**src/rtl/seg7_scan_counter.sv**
```systemverilog
// N-digit BCD up/down counter with prescaled stepping, synchronous load and a
// registered time-multiplexed seven-segment scan driver. Optional build macro:
// SEG7_LEADING_ZERO_BLANK_EN blanks leading zero digits (digit 0 always shown).
module seg7_scan_counter #(
  parameter int unsigned DIGITS   = 4,
  parameter int unsigned PRESCALE = 1000,
  parameter int unsigned SCAN_DIV = 64
) (
  input  logic                  clk,
  input  logic                  rst_n,
  input  logic                  ena,
  input  logic                  up_dn,
  input  logic                  pause,
  input  logic                  load,
  input  logic [4*DIGITS-1:0]   load_val,
  output logic [6:0]            seg,
  output logic                  dp,
  output logic [DIGITS-1:0]     dig_en,
  output logic [4*DIGITS-1:0]   bcd_out,
  output logic                  carry
);

  localparam int unsigned PW = (PRESCALE > 1) ? $clog2(PRESCALE) : 1;
  localparam int unsigned SW = (SCAN_DIV > 1) ? $clog2(SCAN_DIV) : 1;
  localparam int unsigned IW = (DIGITS > 1) ? $clog2(DIGITS) : 1;

  localparam logic [PW-1:0] PRE_LAST  = PW'(PRESCALE - 1);
  localparam logic [SW-1:0] SCAN_LAST = SW'(SCAN_DIV - 1);
  localparam logic [IW-1:0] IDX_LAST  = IW'(DIGITS - 1);

  logic [4*DIGITS-1:0] cnt_q, cnt_d;
  logic [PW-1:0]       pre_q, pre_d;
  logic [SW-1:0]       scan_q, scan_d;
  logic [IW-1:0]       idx_q, idx_d;
  logic                hb_q, hb_d;
  logic                carry_q, carry_d;
  logic [6:0]          seg_q, seg_d;
  logic                dp_q, dp_d;
  logic [DIGITS-1:0]   dig_en_q, dig_en_d;

  logic [4*DIGITS-1:0] inc_v, dec_v, sel_v;
  logic                inc_c, dec_b;
  logic [3:0]          nib;

  function automatic logic [3:0] sat9(input logic [3:0] n);
    return (n > 4'd9) ? 4'd9 : n;
  endfunction

  function automatic logic [6:0] seg_enc(input logic [3:0] d);
    logic [6:0] s;
    case (d)
      4'd0:    s = 7'h3F;
      4'd1:    s = 7'h06;
      4'd2:    s = 7'h5B;
      4'd3:    s = 7'h4F;
      4'd4:    s = 7'h66;
      4'd5:    s = 7'h6D;
      4'd6:    s = 7'h7D;
      4'd7:    s = 7'h07;
      4'd8:    s = 7'h7F;
      4'd9:    s = 7'h6F;
      default: s = 7'h00;
    endcase
    return s;
  endfunction

  // Ripple increment/decrement; carry/borrow surviving the top digit flags a wrap.
  always_comb begin
    inc_v = cnt_q;
    dec_v = cnt_q;
    inc_c = 1'b1;
    dec_b = 1'b1;
    nib   = '0;
    for (int unsigned i = 0; i < DIGITS; i++) begin
      nib = cnt_q[4*i +: 4];
      if (inc_c) begin
        if (nib == 4'd9) begin
          inc_v[4*i +: 4] = 4'd0;
        end else begin
          inc_v[4*i +: 4] = nib + 4'd1;
          inc_c = 1'b0;
        end
      end
      if (dec_b) begin
        if (nib == 4'd0) begin
          dec_v[4*i +: 4] = 4'd9;
        end else begin
          dec_v[4*i +: 4] = nib - 4'd1;
          dec_b = 1'b0;
        end
      end
    end
  end

  // sel_v is zero exactly when the selected digit and all higher digits are zero.
  assign sel_v = cnt_q >> {idx_q, 2'b00};

  always_comb begin
    cnt_d    = cnt_q;
    pre_d    = pre_q;
    scan_d   = scan_q;
    idx_d    = idx_q;
    hb_d     = hb_q;
    carry_d  = carry_q;
    seg_d    = seg_q;
    dp_d     = dp_q;
    dig_en_d = dig_en_q;

    if (ena) begin
      carry_d = 1'b0;

      if (scan_q == SCAN_LAST) begin
        scan_d = '0;
        idx_d  = (idx_q == IDX_LAST) ? '0 : idx_q + IW'(1);
      end else begin
        scan_d = scan_q + SW'(1);
      end

      dig_en_d = DIGITS'(1) << idx_q;
      dp_d     = (idx_q == '0) ? hb_q : 1'b0;
`ifdef SEG7_LEADING_ZERO_BLANK_EN
      seg_d    = ((idx_q != '0) && (sel_v == '0)) ? 7'h00 : seg_enc(sel_v[3:0]);
`else
      seg_d    = seg_enc(sel_v[3:0]);
`endif

      if (load) begin
        for (int unsigned i = 0; i < DIGITS; i++) begin
          cnt_d[4*i +: 4] = sat9(load_val[4*i +: 4]);
        end
        pre_d = '0;
      end else if (!pause) begin
        if (pre_q == PRE_LAST) begin
          pre_d = '0;
          hb_d  = ~hb_q;
          if (up_dn) begin
            cnt_d   = inc_v;
            carry_d = inc_c;
          end else begin
            cnt_d   = dec_v;
            carry_d = dec_b;
          end
        end else begin
          pre_d = pre_q + PW'(1);
        end
      end
    end
  end

  always_ff @(posedge clk or negedge rst_n) begin
    if (!rst_n) begin
      cnt_q    <= '0;
      pre_q    <= '0;
      scan_q   <= '0;
      idx_q    <= '0;
      hb_q     <= 1'b0;
      carry_q  <= 1'b0;
      seg_q    <= '0;
      dp_q     <= 1'b0;
      dig_en_q <= '0;
    end else begin
      cnt_q    <= cnt_d;
      pre_q    <= pre_d;
      scan_q   <= scan_d;
      idx_q    <= idx_d;
      hb_q     <= hb_d;
      carry_q  <= carry_d;
      seg_q    <= seg_d;
      dp_q     <= dp_d;
      dig_en_q <= dig_en_d;
    end
  end

  assign seg     = seg_q;
  assign dp      = dp_q;
  assign dig_en  = dig_en_q;
  assign bcd_out = cnt_q;
  assign carry   = carry_q;

endmodule

```
**config.mk**
```make
export PLATFORM = sky130hd
export DESIGN_NAME = seg7_scan_counter
export DESIGN_NICKNAME = d
export VERILOG_FILES = /design/src/rtl/seg7_scan_counter.sv
export SDC_FILE = /design/constraint.sdc
export NUM_CORES = 1
export LEC_CHECK = 0
export BUFFER_PORTS_ARGS = -buffer_cell sky130_fd_sc_hd__buf_4
export CAP_MARGIN = 20
export CORE_ASPECT_RATIO = 1.4
export CORE_UTILIZATION = 35
export CTS_CLUSTER_DIAMETER = 50
export DETAILED_ROUTE_END_ITERATION = 12
export GPL_TIMING_DRIVEN = 0
export SYNTH_ARGS = -nofsm -noshare
export SYNTH_HDL_FRONTEND = slang
export SYNTH_SLANG_ARGS = --single-unit
```
**constraint.sdc**
```tcl
create_clock -name clk -period 2.7 [get_ports clk]
set_input_delay 0.54 -clock clk [delete_from_list [all_inputs] [get_ports clk]]
set_output_delay 0.54 -clock clk [all_outputs]
set_load 0.01 [all_outputs]
```
==> reports/results.md <==
• gate count after technology mapping: 354
• area of the mapped netlist: 3326 sq um
• via count of the first global-routing pass: 2,844
• largest fanout on the critical path: 7
• commonest register cell after synthesis: sky130_fd_sc_hd__dfrtp_1
• Req. time, crit path: 2880 ps
• sum of routed wire length over all layers: 8119 um
• floorplan die height: 117.3 um
• Port Buffers: 48
• fraction of registers with async set or reset after synthesis: 1.000
• cell chosen for the clock root: sky130_fd_sc_hd__clkbuf_16
• first-pass GRT wire length: 13,550 um
• Detailed Routing Iterations Pass 1: 4
• worst hold path class: input port to async pin
• DRC violations left: 0
• number of non-filler instances in the completed layout: 517
• number of nets produced by synthesis: 388
• global route overflow: 0
• total leakage power: 0.001702 uW
• post-synth cell types: 59
• Post-layout nets: 443
• pin count of the biggest net entering global routing: 49
• critical path class: flip-flop to flip-flop
• run status: finished clean
• Largest delay share family, worst path: compound AO/OA/AOI/OAI gates
• CP max stage cell: sky130_fd_sc_hd__a211oi_4
• CTS tree: done
• Pwr Density: 850.2 nW/um^2
• final setup vio count: 0
• area of the core region: 9131 sq um
• Tightest Pin Transition: 712.6 ps
• met1 routing resource usage after global routing: 0.1987
• quantity of hold-fixing buffers added after cts: 0
• area of the die: 9901 sq um
• Max Slew Vio Count: 0
• GR peak layer: met2
• Antenna diodes: 0
• clk_lat worst skew: 300 ps
• setup repair after global routing missed its margin: no
• number of placement rows: 41
• number of filler instances in the final layout: 918
• total of warnings raised by yosys: 0
• Fin Clk Skew: 8.529 ps
• fraction of the cycle the final worst path needs: 0.8597
• antenna violations before repair: 0
• total via count after detailed routing: 2,818
• clock edge transition at the registers on the reported setup and hold paths: 70 ps
• Max Clk Rate: 430.8 MHz
• proportion of layout cells with a drive suffix above 1: 0.2341
• Detailed Route Iter0 Violations: 112
• Final Wtd Congestion: 0.8476
• cell count after placement: 509
• Die X-Extent: 84.39 um
• Crit. End Element: flip-flop
• GRT Resource Usage Total: 0.1709
• pre-CTS setup slack: 147.5 ps
• via density per instance: 5.451
• wire length per cell after detailed routing: 15.70 um
• initial cell density of the core: 0.3642
• final antenna-violating net count: 0
• final worst slack: 378.8 ps
• met2 track demand over resource: 0.3007
• most frequent cells in the layout: sky130_fd_sc_hd__buf_4 (49), sky130_fd_sc_hd__dfrtp_1 (48), sky130_fd_sc_hd__nand2_1 (30)
• HPWL Detailed: 6006 um
• ordered cell list for the critical path: ha_1 -> nand4b_1 -> nor3_2 -> o21ai_1 -> a211oi_4 -> mux2_2
• Fin Setup TNS: 0 ps
• Worst slew margin: 0.5187
• final hold violation count: 0
• Seq cells post-synth: 48
• Post-Syn Area per Cell: 9.395 sq um
• number of placed I/O pins: 51
• worst ir drop on vdd: 0.5097 mV
• Synth-to-Final Area Change: 19.60%
• number of buffers on the longest clock path: 2
• sequential element share of the synthesized area: 0.3612
• Max stage delay on crit path: 420 ps
• combined buffer and inverter count along the critical path: 0
• M3 GR Usage: 0.03167
• crit path time final: 2321 ps
• number of enable-type register cells in the synthesized netlist: 0
• post-cts resize count: 0
• CTS sink cnt: 48
• CTS Buf Count: 5
• Setup Fix Bufs, Post-CTS: 0
• CTS H-Tree Depth: 2
• critical path arrival: 2500 ps
• commonest non-fill, non-tap cell in the layout: sky130_fd_sc_hd__buf_4
• Util after Layout: 0.4356
• final hold slack: 265.2 ps
• total of max-cap violations: 0
• critical path launch point type: flip-flop
-- final timing paths --
path / start / endpoint / slack, ps / depth (start not counted)
max in group asynchronous: rst_n / seg[4]$_DFFE_PN0P_ / 2010 / 1
worst max-delay path: pre_q[0]$_DFFE_PN0P_ / bcd_out[14]$_DFFE_PN0P_ / 380 / 6
worst min register to register: hb_q$_DFFE_PN0P_ / hb_q$_DFFE_PN0P_ / 480 / 1
min in group clk: hb_q$_DFFE_PN0P_ / hb_q$_DFFE_PN0P_ / 480 / 1
worst min-delay path: rst_n / bcd_out[9]$_DFFE_PN0P_ / 270 / 1
worst max register to register: pre_q[0]$_DFFE_PN0P_ / bcd_out[14]$_DFFE_PN0P_ / 380 / 6
-- synthesized netlist by cell type, drive strengths merged, types with 2 or more instances --
cell type   n  share of area
a221oi      3          0.013
or3         5         0.0094
a211oi      3          0.011
mux2       13          0.044
nand4b      2         0.0053
nor2       28          0.032
o21ai      29          0.044
o31ai       3         0.0068
o22a        4          0.011
clkbuf     21          0.057
mux4        4          0.028
nor4        3          0.010
a31oi       7          0.013
inv        19          0.021
buf         5          0.012
a21o        2         0.0045
nand2b      7          0.013
or4b        2         0.0060
o2bb2ai     2         0.0053
xor2        5          0.013
a22o        4          0.011
a2bb2oi     2         0.0053
a22oi       4         0.0090
mux2i       5          0.015
and2        2         0.0038
nand4       7          0.013
nand3      11          0.017
nand3b      4         0.0090
nand2      30          0.034
o22ai       3         0.0056
xnor2      12          0.032
or4         3          0.010
or2         2         0.0038
nor3       10          0.015
dfrtp      48           0.36
ha         12          0.045
a21oi      17          0.026
-- metal layers --
layer / wire length, um / vias up
met5: 0 / -
met4: 250 / 0
met3: 333 / 16
met2: 4144 / 78
met1: 3391 / 1343
li1: - / 1381
-- state kept, by name (all words and copies together), names as in the netlist --
signal   count
hb_q         1
pre_q       10
scan_q       6
seg          7
idx_q        2
bcd_out     16
carry        1
dig_en       4
dp           1
-- through the flow --
| step | area [sq um] | power (uW) |
|---|---|---|
| finish | 3978 | 3382 |
| floorplan | 3326 | 2201 |
| global placement | 3820 | 2699 |
| detailed placement | 3820 | 2734 |
| CTS | 3973 | 3403 |
| global route | 3978 | 3627 |
-- worst register-to-register path, stage by stage, from the launching register on --
cell,delay [ps]
sky130_fd_sc_hd__dfrtp_1,390
sky130_fd_sc_hd__ha_1,200
sky130_fd_sc_hd__nand4b_1,110
sky130_fd_sc_hd__nor3_2,390
sky130_fd_sc_hd__o21ai_1,320
sky130_fd_sc_hd__a211oi_4,430
sky130_fd_sc_hd__mux2_2,370
-- cells by family (layout without fill, tap and decap cells) --
group                    count (synthesis)  in the layout  synth area share
adder cells (fa/ha/maj)                 12             12           0.04515
AND/OR/NAND/NOR                        120            120            0.1904
buffers and inverters                   45            101           0.08992
XOR/XNOR                                17             17           0.04477
multiplexers                            22             22           0.08728
flip-flops                              48             48            0.3612
AO/OA/AOI/OAI                           90             90            0.1813
-- power breakdown --
part / leakage [uW] / internal [uW] / total (uW) / switching (uW)
sequential: 0.000606 / 918 / 1090 / 174
combinational: 0.00102 / 796 / 1630 / 836
clock: 0.0000772 / 371 / 658 / 287
total: 0.00170 / 2080 / 3380 / 1300
-- area by class of cell --
type,instances,area [sq um],area share
tap,107,133.9,0.03366
multi-input combinational,261,1831,0.4602
timing repair buffer,48,360.3,0.09059
clock buffer,6,138.9,0.03492
inverter,19,71.32,0.01793
clock inverter,2,13.76,0.003460
buffer,26,227.7,0.05725
sequential,48,1201,0.3020
Note: power is estimated with default switching activity, not from simulation.
